[config.mk]
export PLATFORM = sky130hd
export DESIGN_NAME = prom_param_reader_flat
export DESIGN_NICKNAME = d
export VERILOG_FILES = /design/src/rtl/prom_pkg.sv /design/src/rtl/prom_param_reader_if.sv /design/src/rtl/crc16_word.sv /design/src/rtl/prom_param_reader.sv /design/src/flat_wrapper.sv
export SDC_FILE = /design/constraint.sdc
export NUM_CORES = 1
export LEC_CHECK = 0
export CORE_MARGIN = 3
export CORE_UTILIZATION = 34
export DETAILED_ROUTE_END_ITERATION = 10
export GPL_ROUTABILITY_DRIVEN = 0
export PLACE_DENSITY_LB_ADDON = 0.15
export SLEW_MARGIN = 20
export SYNTH_ARGS = -nofsm -noshare
export SYNTH_HDL_FRONTEND = slang
export SYNTH_SLANG_ARGS = --single-unit
[constraint.sdc]
create_clock -name PARAM_CLK -period 10.27 [get_ports PARAM_CLK]
set_clock_uncertainty 0.2 [all_clocks]
set_input_delay 1.5405 -clock PARAM_CLK [delete_from_list [all_inputs] [get_ports PARAM_CLK]]
set_output_delay 1.5405 -clock PARAM_CLK [all_outputs]
set_load 0.05 [all_outputs]
[src/rtl/prom_pkg.sv]
// Shared constants and state encoding for the parameter-PROM auto-load front end.
package prom_pkg;

  localparam int          NWORDS   = 34;
  localparam logic [15:0] HEADER   = 16'h4321;
  localparam logic [15:0] CRC_POLY = 16'h1021;
  localparam logic [15:0] CRC_INIT = 16'hFFFF;
  localparam int          CNT_W    = 10;
  localparam int          WIDX_W   = 6;

  typedef enum logic [2:0] {
    ST_IDLE    = 3'd0,
    ST_HDR     = 3'd1,
    ST_DATA    = 3'd2,
    ST_CRCW    = 3'd3,
    ST_DONE    = 3'd4,
    ST_ABORTED = 3'd5
  } state_t;

endpackage

[src/rtl/prom_param_reader_if.sv]
// Signal bundle between the PROM pins / auto-load FIFO side (master) and the reader (slave).
// Handshake: WORD_VLD is a one-cycle write strobe for WORD; FF_FULL is advisory only (the
// PROM cannot pause), so a word completing while FF_FULL=1 is dropped and STALL latches.
interface prom_param_reader_if;
  import prom_pkg::*;

  logic [7:0]       PARAM_DAT;
  logic             DECODE;
  logic             CRC_ENA;
  logic             FF_FULL;
  logic [15:0]      WORD;
  logic             WORD_VLD;
  logic             HDR_OK;
  logic             ABORT;
  logic             SEQ_DONE;
  logic             CRC_ERR;
  logic             VOTE_ERR;
  logic             STALL;
  logic [CNT_W-1:0] BYTE_CNT;
  state_t           state_dbg;

  modport master (
    output PARAM_DAT, DECODE, CRC_ENA, FF_FULL,
    input  WORD, WORD_VLD, HDR_OK, ABORT, SEQ_DONE, CRC_ERR, VOTE_ERR, STALL,
           BYTE_CNT, state_dbg
  );

  modport slave (
    input  PARAM_DAT, DECODE, CRC_ENA, FF_FULL,
    output WORD, WORD_VLD, HDR_OK, ABORT, SEQ_DONE, CRC_ERR, VOTE_ERR, STALL,
           BYTE_CNT, state_dbg
  );

endinterface

[src/rtl/crc16_word.sv]
// Combinational next-CRC: folds one 16-bit word, MSB first, into a CRC-16 register.
module crc16_word
  import prom_pkg::*;
(
  input  logic [15:0] crc_in,
  input  logic [15:0] word_in,
  output logic [15:0] crc_out
);

  logic [15:0] c;

  always_comb begin
    c = crc_in;
    for (int i = 15; i >= 0; i--) begin
      c = {c[14:0], 1'b0} ^ ((c[15] ^ word_in[i]) ? CRC_POLY : 16'h0000);
    end
    crc_out = c;
  end

endmodule

[src/rtl/prom_param_reader.sv]
// Assembles PROM bytes into 16-bit parameter words (optional triple-copy vote and CRC check)
// and strobes them towards the auto-load FIFO, flagging header, completion and error status.
module prom_param_reader
  import prom_pkg::*;
(
  input  logic          PARAM_CLK,
  input  logic          prm_rst,
  prom_param_reader_if.slave bus
);

  // Reset asserts asynchronously and releases two edges later, in step with the PROM address.
  logic [1:0] rst_sync;
  logic       rst_i;

  always_ff @(posedge PARAM_CLK or posedge prm_rst) begin
    if (prm_rst) rst_sync <= 2'b11;
    else         rst_sync <= {rst_sync[0], 1'b0};
  end

  assign rst_i = rst_sync[1];

  state_t              state, state_nxt;
  logic [2:0]          phase;
  logic [7:0]          lo_byte;
  logic [15:0]         copy0, copy1;
  logic [WIDX_W-1:0]   widx;
  logic [15:0]         crc;
  logic [15:0]         crc_next;
  logic                decode_q, crc_ena_q;
  logic [15:0]         word_r;
  logic                vld_r, hdr_ok_r, abort_r, done_r, crc_err_r, vote_err_r, stall_r;
  logic [CNT_W-1:0]    byte_cnt;

  logic                active, decode_eff, last_byte, word_done, crc_done;
  logic [15:0]         cur_word, voted, data_word;

  always_comb begin
    active     = (state == ST_IDLE) || (state == ST_HDR) ||
                 (state == ST_DATA) || (state == ST_CRCW);
    // Mode inputs are only captured on the first edge after release, which happens in IDLE.
    decode_eff = (state == ST_IDLE) ? bus.DECODE : decode_q;
    cur_word   = {bus.PARAM_DAT, lo_byte};
    voted      = (copy0 & copy1) | (copy0 & cur_word) | (copy1 & cur_word);
    data_word  = decode_eff ? voted : cur_word;
    if ((state == ST_CRCW) || !decode_eff) last_byte = active && (phase == 3'd1);
    else                                   last_byte = active && (phase == 3'd5);
    word_done  = last_byte && ((state == ST_HDR) || (state == ST_DATA));
    crc_done   = last_byte && (state == ST_CRCW);
  end

  crc16_word u_crc (
    .crc_in  (crc),
    .word_in (data_word),
    .crc_out (crc_next)
  );

  always_ff @(posedge PARAM_CLK or posedge rst_i) begin
    if (rst_i) state <= ST_IDLE;
    else       state <= state_nxt;
  end

  always_comb begin
    state_nxt = state;
    case (state)
      ST_IDLE: state_nxt = ST_HDR;
      ST_HDR: begin
        if (word_done) state_nxt = (data_word == HEADER) ? ST_DATA : ST_ABORTED;
      end
      ST_DATA: begin
        if (word_done && (widx == WIDX_W'(NWORDS - 1)))
          state_nxt = crc_ena_q ? ST_CRCW : ST_DONE;
      end
      ST_CRCW: begin
        if (crc_done) state_nxt = ST_DONE;
      end
      default: state_nxt = state;
    endcase
  end

  always_ff @(posedge PARAM_CLK or posedge rst_i) begin
    if (rst_i) begin
      phase      <= 3'd0;
      lo_byte    <= 8'h00;
      copy0      <= 16'h0000;
      copy1      <= 16'h0000;
      widx       <= '0;
      crc        <= CRC_INIT;
      decode_q   <= 1'b0;
      crc_ena_q  <= 1'b0;
      word_r     <= 16'h0000;
      vld_r      <= 1'b0;
      hdr_ok_r   <= 1'b0;
      abort_r    <= 1'b0;
      done_r     <= 1'b0;
      crc_err_r  <= 1'b0;
      vote_err_r <= 1'b0;
      stall_r    <= 1'b0;
      byte_cnt   <= '0;
    end else begin
      vld_r <= 1'b0;
      if (byte_cnt != {CNT_W{1'b1}}) byte_cnt <= byte_cnt + 1'b1;

      if (state == ST_IDLE) begin
        decode_q  <= bus.DECODE;
        crc_ena_q <= bus.CRC_ENA;
      end

      if (active) begin
        phase <= last_byte ? 3'd0 : phase + 3'd1;
        if (!phase[0])      lo_byte <= bus.PARAM_DAT;
        if (phase == 3'd1)  copy0   <= cur_word;
        if (phase == 3'd3)  copy1   <= cur_word;
      end

      if (word_done) begin
        crc  <= crc_next;
        widx <= widx + 1'b1;
        if (bus.FF_FULL) begin
          stall_r <= 1'b1;
        end else begin
          vld_r  <= 1'b1;
          word_r <= data_word;
        end
        if (decode_eff && ((copy0 != copy1) || (copy0 != cur_word))) vote_err_r <= 1'b1;
        if (state == ST_HDR) begin
          if (data_word == HEADER) hdr_ok_r <= 1'b1;
          else                     abort_r  <= 1'b1;
        end
        if ((state == ST_DATA) && (widx == WIDX_W'(NWORDS - 1)) && !crc_ena_q) done_r <= 1'b1;
      end

      if (crc_done) begin
        crc_err_r <= (cur_word != crc);
        done_r    <= 1'b1;
      end
    end
  end

  assign bus.WORD      = word_r;
  assign bus.WORD_VLD  = vld_r;
  assign bus.HDR_OK    = hdr_ok_r;
  assign bus.ABORT     = abort_r;
  assign bus.SEQ_DONE  = done_r;
  assign bus.CRC_ERR   = crc_err_r;
  assign bus.VOTE_ERR  = vote_err_r;
  assign bus.STALL     = stall_r;
  assign bus.BYTE_CNT  = byte_cnt;
  assign bus.state_dbg = state;

endmodule

[src/flat_wrapper.sv]
// flat-port wrapper written by rule: the top's interface ports become plain ports
module prom_param_reader_flat import prom_pkg::*;
  (PARAM_CLK, prm_rst, bus_PARAM_DAT, bus_DECODE, bus_CRC_ENA, bus_FF_FULL, bus_WORD, bus_WORD_VLD, bus_HDR_OK, bus_ABORT, bus_SEQ_DONE, bus_CRC_ERR, bus_VOTE_ERR, bus_STALL, bus_BYTE_CNT, bus_state_dbg);
  prom_param_reader_if bus_i ();
  input  logic PARAM_CLK;
  input  logic prm_rst;
  input wire logic [$bits(bus_i.PARAM_DAT)-1:0] bus_PARAM_DAT;
  input wire logic [$bits(bus_i.DECODE)-1:0] bus_DECODE;
  input wire logic [$bits(bus_i.CRC_ENA)-1:0] bus_CRC_ENA;
  input wire logic [$bits(bus_i.FF_FULL)-1:0] bus_FF_FULL;
  output wire logic [$bits(bus_i.WORD)-1:0] bus_WORD;
  output wire logic [$bits(bus_i.WORD_VLD)-1:0] bus_WORD_VLD;
  output wire logic [$bits(bus_i.HDR_OK)-1:0] bus_HDR_OK;
  output wire logic [$bits(bus_i.ABORT)-1:0] bus_ABORT;
  output wire logic [$bits(bus_i.SEQ_DONE)-1:0] bus_SEQ_DONE;
  output wire logic [$bits(bus_i.CRC_ERR)-1:0] bus_CRC_ERR;
  output wire logic [$bits(bus_i.VOTE_ERR)-1:0] bus_VOTE_ERR;
  output wire logic [$bits(bus_i.STALL)-1:0] bus_STALL;
  output wire logic [$bits(bus_i.BYTE_CNT)-1:0] bus_BYTE_CNT;
  output wire logic [$bits(bus_i.state_dbg)-1:0] bus_state_dbg;
  assign bus_i.PARAM_DAT = bus_PARAM_DAT;
  assign bus_i.DECODE = bus_DECODE;
  assign bus_i.CRC_ENA = bus_CRC_ENA;
  assign bus_i.FF_FULL = bus_FF_FULL;
  assign bus_WORD = bus_i.WORD;
  assign bus_WORD_VLD = bus_i.WORD_VLD;
  assign bus_HDR_OK = bus_i.HDR_OK;
  assign bus_ABORT = bus_i.ABORT;
  assign bus_SEQ_DONE = bus_i.SEQ_DONE;
  assign bus_CRC_ERR = bus_i.CRC_ERR;
  assign bus_VOTE_ERR = bus_i.VOTE_ERR;
  assign bus_STALL = bus_i.STALL;
  assign bus_BYTE_CNT = bus_i.BYTE_CNT;
  assign bus_state_dbg = bus_i.state_dbg;
  prom_param_reader u_core (.PARAM_CLK(PARAM_CLK), .prm_rst(prm_rst), .bus(bus_i));
endmodule
==> impl_metrics.csv <==
group,metric,value,unit
logic_synthesis,synthFlopType,"dfrtp_1",
worst_setup_path,crit_path_start_kind,"primary input",
timing,slew_headroom,30.75,%
floorplanning,ios,49,
worst_setup_path,worst_ep_required_time,10.31,ns
clock_tree,clockRootBuffer,"clkbuf_16",
clock_tree,cts_max_level,3,
placed_design,dpl.cell_count,756,
clock_tree,path_clk_slew,0.07,ns
clock_tree,cts_tree,"yes",
timing,slew_violations,0,
timing,period_needed,5.184,ns
floorplanning,die_area,18860,um^2
drt,viasPerCell,4.887,
finish,area_growth,17.53,%
hold_path,hold_class,"register to async pin",
logic_synthesis,synthCells,502,
worst_setup_path,cp-end-kind,"register",
drt,route.met2.wl,6399,um
floorplanning,die_w,137.3,um
logic_synthesis,synthArstFlopShare,100.0,%
finish,drive_above_1_share,18.66,%
logic_synthesis,synth_top_area_cell,"dfrtp_1",
placed_design,io_buffers,48,
floorplanning,initial_core_util,35.00,%
clock_tree,cts_buffers,9,
finish,nNetsFinal,598,
logic_synthesis,synth.avg_cell_area,11.68,um^2
clock_tree,clk_latency,0.36,ns
logic_synthesis,ys_types,60,
drt,drt-met1-wl,6734,um
floorplanning,coreArea,16760,um^2
clock_tree,cts_buffer_depth,2,
logic_synthesis,ys_seq_elements,105,
worst_setup_path,critPathArrivalTime,5.22,ns
timing,worst_slew_pin_slew,1.035,ns
outcome,status,"finished clean",
timing,max_freq,0.1929,GHz
timing,setup_viol,0,
finish,seqCellArea,2650,um^2
logic_synthesis,ys_warn_count,0,
finish,multi_input_area,3107,um^2
drt,drt_iter0_drc,169,
drt,antenna_left,0,
finish,nFillCells,1623,
grt,grt_pass1_wl,22270,um
clock_tree,hold_buffers,0,
drt,wirelength,13700,um
placed_design,dp_hpwl,10430,um
clock_tree,cts_setup_buffers,0,
clock_tree,cts_resized,0,
finish,num_antenna_cells,0,
grt,grt_max_degree,53,
drt,drc_errors,0,
logic_synthesis,synth_top_area_share,37.12,%
finish,fin_cells,772,
logic_synthesis,synth_edf_count,0,
flow_run,drv_cap,0,
timing,rsz0062_at_grt,"no",
drt,dr_wl_met3,337,um
logic_synthesis,seq_area_frac_synth,45.18,%
drt,post_drt_wl_per_cell,17.75,um
clock_tree,cts.sinks,105,
timing,finalCritPeriodShare,50.48,%
drt,drtPass1Iterations,5,
drt,vias,3773,
logic_synthesis,netlist_area,5866,um^2
worst_setup_path,path_class,"primary input to register",
grt,grt_pass1_vias,3945,
floorplanning,fp-row-count,47,
grt,antenna_found_initial,0,
logic_synthesis,synth_fp_nets,553,
logic_synthesis,synth_area_leaders,"dfrtp_1, mux2_2, ha_1, dfstp_2, xnor2_1",
floorplanning,die_h,137.3,um
grt,grt_usage,15.63,%
worst_setup_path,crit_fanout,26,
timing,finalHoldViolations,0,
grt,overflow,0,
drt,topRoutingLayerUsed,"met4",
timing,tns,0,ns
## routing by layer
metal	global-route usage, %	vias to the layer above
li1	-	1844
met1	21.62	1874
met2	24.80	42
met3	3.214	13
met4	4.656	0
met5	0	-
## cells in the mapped netlist (4+ instances only)
cell       instances
a21oi_1           15
xor2_1            14
inv_1             12
nand4_1            9
a2bb2oi_1          5
dfrtp_1           87
nor4_1            11
clkbuf_1          10
nand3_1            7
mux2_2            43
nor2_1            38
mux2_1             6
ha_1              38
o21ai_1           11
xnor2_1           54
xnor2_2            6
dfstp_2           18
and3b_1            5
nor3b_1            5
buf_2              4
nand2_1           32
o21bai_1          10
o21ai_0            7
## layout by cell type (no fill, tap or decap), drive strengths merged, types with 3 or more instances in the layout
cell type      instances
ha                    38
o21ai                 18
clkdlybuf4s50         48
nor2b                  3
xor2                  17
nand2                 32
o21bai                10
nand2b                 3
nor2                  40
and2                   4
nor3b                  5
nand4b                 3
a21oi                 15
dfstp                 18
and3b                  5
dfrtp                 87
xnor2                 60
nand4                  9
nor4                  11
o32ai                  4
xnor3                  4
nand3                  7
inv                   14
clkbuf                12
a2bb2oi                7
mux2                  49
## cells by family (layout without fill, tap and decap cells)
logic type,after synthesis,after routing,share of synthesized area (%)
other,1,1,0.06393
xor gates and xnor gates,81,81,14.21
adders and majority gates,38,38,8.106
DFF,105,105,45.18
and+or+nand+nor,131,131,11.82
buffers and inverters,29,79,2.133
AOI/OAI and AO/OA,67,67,8.917
muxes,50,50,9.577
## sequential cells by signal, summed over array words and instances, names as in the netlist, 2 cells and up
signal / flops
u_core.copy0: 16
u_core.widx: 6
u_core.lo_byte: 8
u_core.phase: 3
u_core.bus.WORD: 16
u_core.copy1: 16
u_core.rst_sync: 2
u_core.crc: 16
u_core.bus.BYTE_CNT: 10
u_core.bus.state_dbg: 3
## per-stage QoR
step           util [%]  hold slack (ns)  instance area, um^2  setup WS, ns
3_3_place_gp      39.22           0.1489                 6574         4.939
6_report          41.13           0.1492                 6894         5.086
2_1_floorplan         -           0.1452                 5866         6.285
3_5_place_dp      39.22           0.1526                 6574         4.704
4_1_cts           41.10           0.1631                 6889         5.084
5_1_grt           41.13           0.1651                 6894         4.782
## worst paths after layout
path	to	depth (start not counted)	from	slack, ns
setup / recovery	u_core.bus.WORD[4]	11	bus_DECODE	5.09
hold / removal	u_core.bus.BYTE_CNT[8]	1	u_core.rst_sync[1]	0.15
setup reg to reg	u_core.bus.WORD[4]	10	u_core.bus.state_dbg[2]	6.08
hold reg to reg	u_core.bus.BYTE_CNT[8]	1	u_core.rst_sync[1]	0.15
max in group asynchronous	u_core.rst_sync[1]	2	prm_rst	8.55
min in group PARAM_CLK	u_core.rst_sync[1]	0	u_core.rst_sync[0]	0.16
## worst max-delay path, cell delays in order
cell             delay, ns
clkdlybuf4s50_1       0.59
nor4b_4               0.61
nor2_4                0.25
inv_2                 0.19
nand2_1               0.09
xnor2_1               0.20
and3b_1               0.33
nand2_1               0.47
nor2_2                0.26
buf_4                 0.31
mux2_1                0.36
## area by class of cell
type,instances,area share (%)
Multi-Input combinational cell,368,45.06
Clock buffer,12,3.866
Timing Repair Buffer,50,7.187
Sequential cell,105,38.44
Tap cell,220,3.993
Inverter,13,0.7441
Clock inverter,4,0.7078
Power is not shown: default switching activity piles up to over one toggle a cycle in this logic, so the estimate is an artifact.
